File: src/rtl/vga_sched_pkg.sv
// Shared types and defaults for the VGA display scheduler: state encoding,
// field widths and the pending-update record.
package vga_sched_pkg;

  localparam int STATUS_W = 7;
  localparam int NUM_W    = 4;

  localparam bit                  DEF_VS_POL        = 1'b0;
  localparam int                  DEF_SPLASH_FRAMES = 60;
  localparam int                  DEF_BLINK_FRAMES  = 15;
  localparam int                  DEF_FLASH_TOGGLES = 6;
  localparam logic [STATUS_W-1:0] DEF_SPLASH_STATUS = 7'h00;

  typedef enum logic [1:0] {
    ST_SPLASH = 2'd0,
    ST_RUN    = 2'd1,
    ST_FLASH  = 2'd2
  } sched_state_e;

  typedef struct packed {
    logic [STATUS_W-1:0] status;
    logic [NUM_W-1:0]    num;
    logic                flash;
  } pend_t;

endpackage

File: src/rtl/vga_frame_edge.sv
// Frame boundary detector: registers vsync and flags the inactive->active
// transition. tick is combinational for same-edge use, frame_tick is its registered copy.
module vga_frame_edge #(
  parameter bit VS_POL = vga_sched_pkg::DEF_VS_POL
) (
  input  logic clk,
  input  logic rst_n,
  input  logic vsync,
  output logic tick,
  output logic frame_tick
);

  logic vs_d;

  assign tick = (vsync == VS_POL) && (vs_d != VS_POL);

  // vs_d starts at the active level so a vsync already active at release is not a boundary
  always_ff @(posedge clk or negedge rst_n) begin
    if (!rst_n) begin
      vs_d       <= VS_POL;
      frame_tick <= 1'b0;
    end else begin
      vs_d       <= vsync;
      frame_tick <= tick;
    end
  end

endmodule

File: src/rtl/vga_disp_sched.sv
// Frame-synchronous update scheduler for vga_pic: holds one pending update,
// commits it at a frame boundary, and sequences splash and blink via blank.
module vga_disp_sched import vga_sched_pkg::*; #(
  parameter bit                  VS_POL        = DEF_VS_POL,
  parameter int                  SPLASH_FRAMES = DEF_SPLASH_FRAMES,
  parameter int                  BLINK_FRAMES  = DEF_BLINK_FRAMES,
  parameter int                  FLASH_TOGGLES = DEF_FLASH_TOGGLES,
  parameter logic [STATUS_W-1:0] SPLASH_STATUS = DEF_SPLASH_STATUS
) (
  input  logic                vga_clk,
  input  logic                sys_rst_n,
  input  logic                vsync,
  input  logic                req_valid,
  input  logic [STATUS_W-1:0] req_status,
  input  logic [NUM_W-1:0]    req_num,
  input  logic                req_flash,
  output logic                req_ready,
  output logic [STATUS_W-1:0] status,
  output logic [NUM_W-1:0]    num,
  output logic                blank,
  output logic                frame_tick
);

  localparam logic [7:0] SPLASH_LAST = 8'(SPLASH_FRAMES - 1);
  localparam logic [7:0] BLINK_LAST  = 8'(BLINK_FRAMES - 1);
  localparam logic [7:0] TOGGLES_N   = 8'(FLASH_TOGGLES);

  sched_state_e        state, state_nxt;
  logic [7:0]          fcnt, fcnt_nxt;
  logic [7:0]          tcnt, tcnt_nxt;
  logic                blank_nxt;
  logic [STATUS_W-1:0] status_nxt;
  logic [NUM_W-1:0]    num_nxt;
  logic                pend_valid, pend_valid_nxt;
  pend_t               pend, pend_nxt;
  logic                tick;
  logic                splash_done;
  logic                commit;

  vga_frame_edge #(.VS_POL(VS_POL)) u_frame_edge (
    .clk        (vga_clk),
    .rst_n      (sys_rst_n),
    .vsync      (vsync),
    .tick       (tick),
    .frame_tick (frame_tick)
  );

  assign req_ready   = ~pend_valid;
  assign splash_done = (state == ST_SPLASH) && (fcnt == SPLASH_LAST);
  assign commit      = tick && pend_valid && ((state != ST_SPLASH) || splash_done);

  always_ff @(posedge vga_clk or negedge sys_rst_n) begin
    if (!sys_rst_n) begin
      state      <= ST_SPLASH;
      fcnt       <= 8'd0;
      tcnt       <= 8'd0;
      blank      <= 1'b0;
      status     <= SPLASH_STATUS;
      num        <= '0;
      pend_valid <= 1'b0;
      pend       <= '0;
    end else begin
      state      <= state_nxt;
      fcnt       <= fcnt_nxt;
      tcnt       <= tcnt_nxt;
      blank      <= blank_nxt;
      status     <= status_nxt;
      num        <= num_nxt;
      pend_valid <= pend_valid_nxt;
      pend       <= pend_nxt;
    end
  end

  always_comb begin
    state_nxt      = state;
    fcnt_nxt       = fcnt;
    tcnt_nxt       = tcnt;
    blank_nxt      = blank;
    status_nxt     = status;
    num_nxt        = num;
    pend_valid_nxt = pend_valid;
    pend_nxt       = pend;

    if (req_valid && !pend_valid) begin
      pend_valid_nxt = 1'b1;
      pend_nxt       = '{status: req_status, num: req_num, flash: req_flash};
    end

    unique case (state)
      ST_SPLASH: begin
        if (tick) begin
          if (splash_done) begin
            state_nxt = ST_RUN;
            fcnt_nxt  = 8'd0;
          end else begin
            fcnt_nxt = fcnt + 8'd1;
          end
        end
      end
      ST_RUN: blank_nxt = 1'b0;
      ST_FLASH: begin
        if (tick) begin
          if (fcnt == BLINK_LAST) begin
            blank_nxt = ~blank;
            fcnt_nxt  = 8'd0;
            tcnt_nxt  = tcnt + 8'd1;
            if (tcnt + 8'd1 == TOGGLES_N) begin
              state_nxt = ST_RUN;
              blank_nxt = 1'b0;
            end
          end else begin
            fcnt_nxt = fcnt + 8'd1;
          end
        end
      end
      default: state_nxt = ST_SPLASH;
    endcase

    // A commit overrides splash exit and blink toggling on the same tick
    if (commit) begin
      status_nxt     = pend.status;
      num_nxt        = pend.num;
      pend_valid_nxt = 1'b0;
      if (pend.flash) begin
        state_nxt = ST_FLASH;
        blank_nxt = 1'b1;
        fcnt_nxt  = 8'd0;
        tcnt_nxt  = 8'd1;
      end else begin
        state_nxt = ST_RUN;
        blank_nxt = 1'b0;
      end
    end
  end

endmodule
File: config.mk
export PLATFORM = sky130hd
export DESIGN_NAME = vga_disp_sched
export DESIGN_NICKNAME = d
export VERILOG_FILES = /design/src/rtl/vga_sched_pkg.sv /design/src/rtl/vga_frame_edge.sv /design/src/rtl/vga_disp_sched.sv
export SDC_FILE = /design/constraint.sdc
export NUM_CORES = 1
export LEC_CHECK = 0
export BUFFER_PORTS_ARGS = -buffer_cell sky130_fd_sc_hd__buf_2
export CAP_MARGIN = 20
export CORE_AREA = 5 5 74 76
export DETAILED_ROUTE_END_ITERATION = 6
export DIE_AREA = 0 0 79 81
export GPL_TIMING_DRIVEN = 0
export PLACE_DENSITY = 0.68
export SLEW_MARGIN = 0
export SYNTH_ARGS = -nofsm -noshare
export SYNTH_HDL_FRONTEND = slang
export SYNTH_SLANG_ARGS = --single-unit
File: constraint.sdc
create_clock -name vga_clk -period 4.3 [get_ports vga_clk]
set_clock_uncertainty 0.05 [all_clocks]
set_input_delay 1.29 -clock vga_clk [delete_from_list [all_inputs] [get_ports vga_clk]]
set_output_delay 1.29 -clock vga_clk [all_outputs]
set_load 0.01 [all_outputs]
==> flow_metrics.py, run 1 <==
metrics = {
    "outcome": {
        "status": "finished, final reports clean",
    },
    "drt": {
        "first_iter_violations": 95,
        "avgRoutedWirePerCell_um": 14.5,
        "remaining_drc_errors": 0,
        "firstDrtPassIters": 4,
        "vias_per_cell": 5.59,
        "routed_wl_um": 4210,
        "vias": 1626,
        "antenna_left": 0,
    },
    "floorplan": {
        "fp.dieW_um": 79,
        "coreArea_um2": 4660,
        "die_height_um": 81,
        "num_io_pins": 30,
        "start_util_pct": 48.4,
        "rows": 25,
        "dieArea_um2": 6400,
    },
    "yosys": {
        "synth_cell_type_count": 49,
        "synth_seq_area_share_pct": 49.9,
        "yosysTopAreaCell": "dfrtp_1",
        "synth.most_common_cell": "dfrtp_1",
        "synthTopCellsByCount": "dfrtp_1 (45), mux2_2 (23), nand2_1 (14), nor2_1 (13), a21oi_1 (9)",
        "synth.cell_area_um2": 2250,
        "syn_inst": 199,
        "async_flop_share_pct": 100,
        "synth_area_leaders": "dfrtp_1 (50%), mux2_2 (11%), nand2_1 (2.3%), xor2_1 (2.3%), ha_1 (2.2%)",
        "ys_ff_latch": 45,
        "synth_edf_count": 0,
        "synth_nets": 219,
        "synth_top_area_share_pct": 49.9,
        "yosys_warnings": 0,
        "synth_ff_type": "dfrtp_1",
        "syn_avg_cell_area_um2": 11.3,
    },
    "sta": {
        "fin_ws_ns": 1.63,
        "setup_viol": 0,
        "finalCriticalPeriod_ns": 2.67,
        "slew_headroom_pct": 62.0,
        "fmax_mhz": 374,
        "drv_slew": 0,
        "tightest_slew_ns": 0.571,
        "min_period_over_period_pct": 62.1,
        "finalHoldViolations": 0,
        "tns_ns": 0,
        "holdWs_ns": 0.457,
        "rsz0062_at_grt": "false",
    },
    "min_path": {
        "hp-class": "reg -> reg",
        "whs_endpoint": "pend[10]$_DFFE_PN0P_",
        "worstHoldStart": "pend[10]$_DFFE_PN0P_",
        "hold_depth": 1,
    },
    "clock_network": {
        "cts_buffer_depth": 2,
        "htree_levels": 2,
        "cts-resized-gates": 0,
        "hold_buffers": 0,
        "clk_pin_slew_worst_paths_ns": 0.09,
        "clk_latency_ns": 0.30,
        "clock-sinks": 45,
        "cts_tree": "done",
        "cts_setup_buffers": 0,
        "cts_made_buffers": 5,
        "cts_root_buf": "clkbuf_8",
    },
    "global_routing": {
        "grt_max_degree": 46,
        "grt_pass1_wl_um": 7670,
        "grt_pass1_vias": 1659,
        "grt_util_met1_pct": 19.6,
        "grt.busiest_layer": "met2",
        "use_met3_pct": 4.66,
        "grt_use_total_pct": 15.2,
        "grt_antenna_before_repair": 0,
        "gr-total-overflow": 0,
        "grt_use_met2_pct": 24.2,
    },
    "power": {
        "switching_share_pct": 31.5,
        "internal-power_mw": 0.736,
        "p_leak_nw": 1.24,
        "seq_power_share_pct": 52.7,
        "power_density_nw_per_um2": 416,
        "comb_power_share_pct": 21.6,
        "p_sw_mw": 0.338,
        "clock_power_share_pct": 25.7,
        "finalPower_mw": 1.07,
        "peakVddDrop_mv": 0.222,
    },
    "setup_path": {
        "arrival_ns": 2.82,
        "reg2reg_slack_ns": 2.16,
        "rr_endpoint": "blank$_DFFE_PN0P_",
        "critPathCaptureType": "flop",
        "ff2ff_path_depth": 6,
        "setup.worst_path.class": "in -> reg",
        "critPathLaunchType": "input port",
        "cp.required_ns": 4.45,
        "critPathMaxFanout": 9,
        "rr_startpoint": "tcnt[0]$_DFF_PN0_",
    },
    "job": {
        "maxCapViolations": 0,
    },
    "finish": {
        "diodes": 0,
        "fin_util_pct": 55.4,
        "syn_to_final_growth_pct": 14.5,
        "final_nets": 256,
        "drive_gt1_share_pct": 32.1,
    },
    "place": {
        "place_ws_ns": 1.32,
        "dp_hpwl_um": 2980,
        "gp_congestion": 0.759,
        "io_buffers": 29,
    },
}
worst max-delay path, stage by stage:
cell     delay [ns]
buf_2          0.12
or3b_2         0.55
nor4_4         0.45
nand4_1        0.17
xor2_1         0.19
nor2_2         0.04
worst max path at each step:
stage / from / endpoint / slack [ns] / cells past startpoint
6_report: vsync / tcnt[6]$_DFF_PN0_ / 1.63 / 6
5_1_grt: vsync / tcnt[6]$_DFF_PN0_ / 1.50 / 6
4_1_cts: vsync / tcnt[6]$_DFF_PN0_ / 1.64 / 6
3_5_place_dp: vsync / tcnt[7]$_DFF_PN0_ / 1.32 / 6
3_3_place_gp: vsync / tcnt[6]$_DFF_PN0_ / 1.33 / 6
2_1_floorplan: vsync / tcnt[6]$_DFF_PN0_ / 1.63 / 5
kinds of logic after synthesis:
group	synth area share (%)
buffers and inverters	3.50
muxes	11.9
xor gates and xnor gates	3.88
DFF	49.9
and+or+nand+nor	17.2
AOI/OAI and AO/OA	11.3
adders and majority gates	2.22
state kept, by name, indices dropped and copies added (netlist names):
signal,count
blank,1
fcnt,8
num,4
pend,12
pend_valid,1
state,2
status,7
tcnt,8
u_frame_edge.frame_tick,1
u_frame_edge.vs_d,1
power by group through the flow:
| stage | combinational, mW | clock (mW) | sequential [mW] |
|---|---|---|---|
| 4_1_cts | 0.234 | 0.287 | 0.565 |
| 3_5_place_dp | 0.235 | 0 | 0.572 |
| 6_report | 0.232 | 0.276 | 0.565 |
| 2_1_floorplan | 0.153 | 0 | 0.570 |
| 5_1_grt | 0.261 | 0.306 | 0.579 |
| 3_3_place_gp | 0.230 | 0 | 0.570 |
metrics by stage:
| step | instances | area [µm²] |
|---|---|---|
| 3_3_place_gp | 282 | 2470 |
| 4_1_cts | 290 | 2560 |
| 6_report | 291 | 2580 |
| 5_1_grt | 291 | 2580 |
| 2_1_floorplan | 199 | 2250 |
| 3_5_place_dp | 282 | 2470 |
final cells by class:
| type | count | area [µm²] |
|---|---|---|
| fillers | 431 | 2080 |
| flip-flops and latches | 45 | 1130 |
| multi-input cells | 138 | 1050 |
| repair buffers | 30 | 165 |
| clock buffers | 5 | 68.8 |
| well taps | 54 | 67.6 |
| plain buffers | 8 | 48.8 |
| inverters | 8 | 30.0 |
| clock inverters | 3 | 25.0 |
layout by cell type (no fill, tap or decap), types with 2 or more instances in the layout:
master    Yosys  layout
dfrtp_1      45      45
buf_2         0      29
mux2_2       23      23
nand2_1      14      14
nor2_1       13      13
a21oi_1       9       9
inv_1         8       8
xor2_1        6       6
nor2b_1       5       5
nand4_1       5       5
clkbuf_8      0       5
clkbuf_1      4       4
and2_1        4       4
nand3_1       4       4
xnor2_1       4       4
ha_1          4       4
o21ai_0       3       3
or3_1         3       3
a31oi_1       3       3
and3_1        3       3
nand4b_1      2       2
nand3b_1      2       2
buf_4         2       2
a211oi_1      2       2
nor4_1        2       2
a311oi_1      2       2
nor2_2        2       2
a211o_1       2       2
inv_6         0       2
routing by layer:
metal | wire (µm) | share of wire [%]
met1 | 1960 | 47
met2 | 1930 | 46
met3 | 254 | 6.0
met4 | 65 | 1.5
met5 | 0 | 0
Note: power is estimated with default switching activity, not from simulation.
==> inputs of run 2 (changes only) <==
--- a/config.mk
+++ b/config.mk
@@ -11,7 +11,7 @@
 export DETAILED_ROUTE_END_ITERATION = 6
 export DIE_AREA = 0 0 79 81
 export GPL_TIMING_DRIVEN = 0
-export PLACE_DENSITY = 0.68
+export PLACE_DENSITY = 0.71
 export SLEW_MARGIN = 0
 export SYNTH_ARGS = -nofsm -noshare
 export SYNTH_HDL_FRONTEND = slang
==> constraint.sdc (replaced) <==
create_clock -name vga_clk -period 2.1 [get_ports vga_clk]
set_clock_uncertainty 0.05 [all_clocks]
set_input_delay 0.63 -clock vga_clk [delete_from_list [all_inputs] [get_ports vga_clk]]
set_output_delay 0.63 -clock vga_clk [all_outputs]
set_load 0.01 [all_outputs]
==> flow_metrics.py, run 2 (same netlist as run 1, synthesis figures left out) <==
metrics = {
    "outcome": {
        "status": "finished, final reports clean",
    },
    "sta": {
        "fmax_mhz": 493,
        "drv_slew": 0,
        "rsz0062_at_grt": "false",
        "min_period_over_period_pct": 96.5,
        "finalCriticalPeriod_ns": 2.03,
        "setup_viol": 0,
        "tns_ns": 0,
        "slew_headroom_pct": 63.7,
        "holdWs_ns": 0.0838,
        "tightest_slew_ns": 0.544,
        "finalHoldViolations": 0,
    },
    "drt": {
        "routed_wl_um": 4300,
        "remaining_drc_errors": 0,
        "vias": 1632,
        "firstDrtPassIters": 4,
        "vias_per_cell": 5.55,
        "first_iter_violations": 81,
        "antenna_left": 0,
        "avgRoutedWirePerCell_um": 14.6,
    },
    "setup_path": {
        "setup.worst_path.class": "reg -> reg",
        "critPathMaxFanout": 10,
        "rr_startpoint": "fcnt[3]$_DFF_PN0_",
        "worstSetupPathDepth": 5,
        "reg2reg_slack_ns": 0.07,
        "max_stage_delay_ns": 0.44,
        "critPathCaptureType": "flop",
        "rr_endpoint": "num[2]$_DFFE_PN0N_",
        "startpoint": "fcnt[3]$_DFF_PN0_",
        "crit_chain": "or3b_4, o21a_4, a21oi_4, buf_6, mux2_2",
        "ff2ff_path_depth": 5,
        "cp.required_ns": 2.22,
        "critPathLaunchType": "flop",
        "slowest_stage": "or3b_4",
        "critical_path_buf_inv_count": 1,
        "arrival_ns": 2.15,
        "crit_family": "compound AO/OA/AOI/OAI gates",
        "endpoint": "num[2]$_DFFE_PN0N_",
    },
    "clock_network": {
        "clk_pin_slew_worst_paths_ns": 0.09,
        "hold_buffers": 0,
        "htree_levels": 2,
        "cts_tree": "done",
        "clk_latency_ns": 0.29,
        "clock-sinks": 45,
        "cts_root_buf": "clkbuf_8",
        "cts_made_buffers": 5,
        "cts_buffer_depth": 2,
    },
    "finish": {
        "final_nets": 259,
        "biggestRegsByFlops": "pend x12, fcnt x8, tcnt x8",
        "fill_cells": 393,
        "diodes": 0,
        "fin_util_pct": 56.1,
        "syn_to_final_growth_pct": 16.0,
        "drive_gt1_share_pct": 32.9,
        "layout_commonest_cell": "dfrtp_1",
        "layout_common_cells": "dfrtp_1 (44), buf_2 (29), mux2_2 (23)",
        "final_cells": 294,
        "regMostFlops": "pend",
        "largest_reg_flops": 12,
    },
    "global_routing": {
        "grt_use_total_pct": 14.7,
        "grt_max_degree": 46,
        "grt_pass1_vias": 1623,
        "gr-total-overflow": 0,
        "grt_antenna_before_repair": 0,
        "grt_pass1_wl_um": 7460,
    },
    "floorplan": {
        "dieArea_um2": 6400,
        "rows": 25,
        "coreArea_um2": 4660,
        "fp.dieW_um": 79,
        "start_util_pct": 48.4,
        "die_height_um": 81,
        "num_io_pins": 30,
    },
    "min_path": {
        "hp-class": "in -> async",
    },
    "place": {
        "gp_congestion": 0.782,
        "dp_cells": 282,
        "io_buffers": 29,
        "dp_hpwl_um": 3060,
    },
    "power": {
        "power_density_nw_per_um2": 831,
        "finalPower_mw": 2.17,
        "p_leak_nw": 1.25,
        "peakVddDrop_mv": 0.526,
    },
    "job": {
        "maxCapViolations": 0,
    },
}
## run 2: cell types whose count changed in the layout (fill, tap and decap cells not counted), sizes merged
cell and change:
buf +3, clkbuf +1, clkinvlp +1, inv -2
## run 2: final cells by class
class	instances	area (µm²)	area share, %
buffer	8	52.6	2.01
clock buffer	6	72.6	2.78
clock inverter	2	15.0	0.574
inverter	8	30.0	1.15
multi-input combinational	138	1060	40.6
sequential	45	1130	43.1
tap	54	67.6	2.58
timing repair buffer	33	188	7.18
## run 2: power breakdown
group	switching, mW	internal (mW)	leakage [nW]
clock network	0.286	0.235	0.0374
registers	0.143	1.01	0.587
logic	0.237	0.259	0.623
total	0.666	1.51	1.25
## run 2: timing repair
action,4_1_cts,5_1_grt
pin swaps,1,1
setup endpoints to repair,2,5
gates resized for setup,1,2
setup buffers,0,3
## run 2: metrics by stage
stage	instance area, µm²	setup slack [ns]
floorplan	2250	0.0881
global placement	2470	-0.229
detailed placement	2470	-0.250
CTS	2560	0.0368
global route	2620	0.0140
finish	2620	0.0725
## run 2: worst min path at each step
stage                                from                           to
detailed placement  status[3]$_DFFE_PN0N_        status[3]$_DFFE_PN0N_
global route                    sys_rst_n            fcnt[2]$_DFF_PN0_
CTS                                 vsync  u_frame_edge.vs_d$_DFF_PN0_
finish                          sys_rst_n            fcnt[2]$_DFF_PN0_
global placement      pend[1]$_DFFE_PN0P_           num[0]$_DFFE_PN0N_
floorplan                       sys_rst_n            blank$_DFFE_PN0P_
## run 2: per-layer routing
layer | up-vias | wire length [µm] | track usage [%]
li1 | 791 | - | -
met1 | 801 | 1960 | 19.0
met2 | 38 | 2080 | 24.5
met3 | 2 | 233 | 4.10
met4 | 0 | 27 | 3.61
met5 | - | 0 | 0
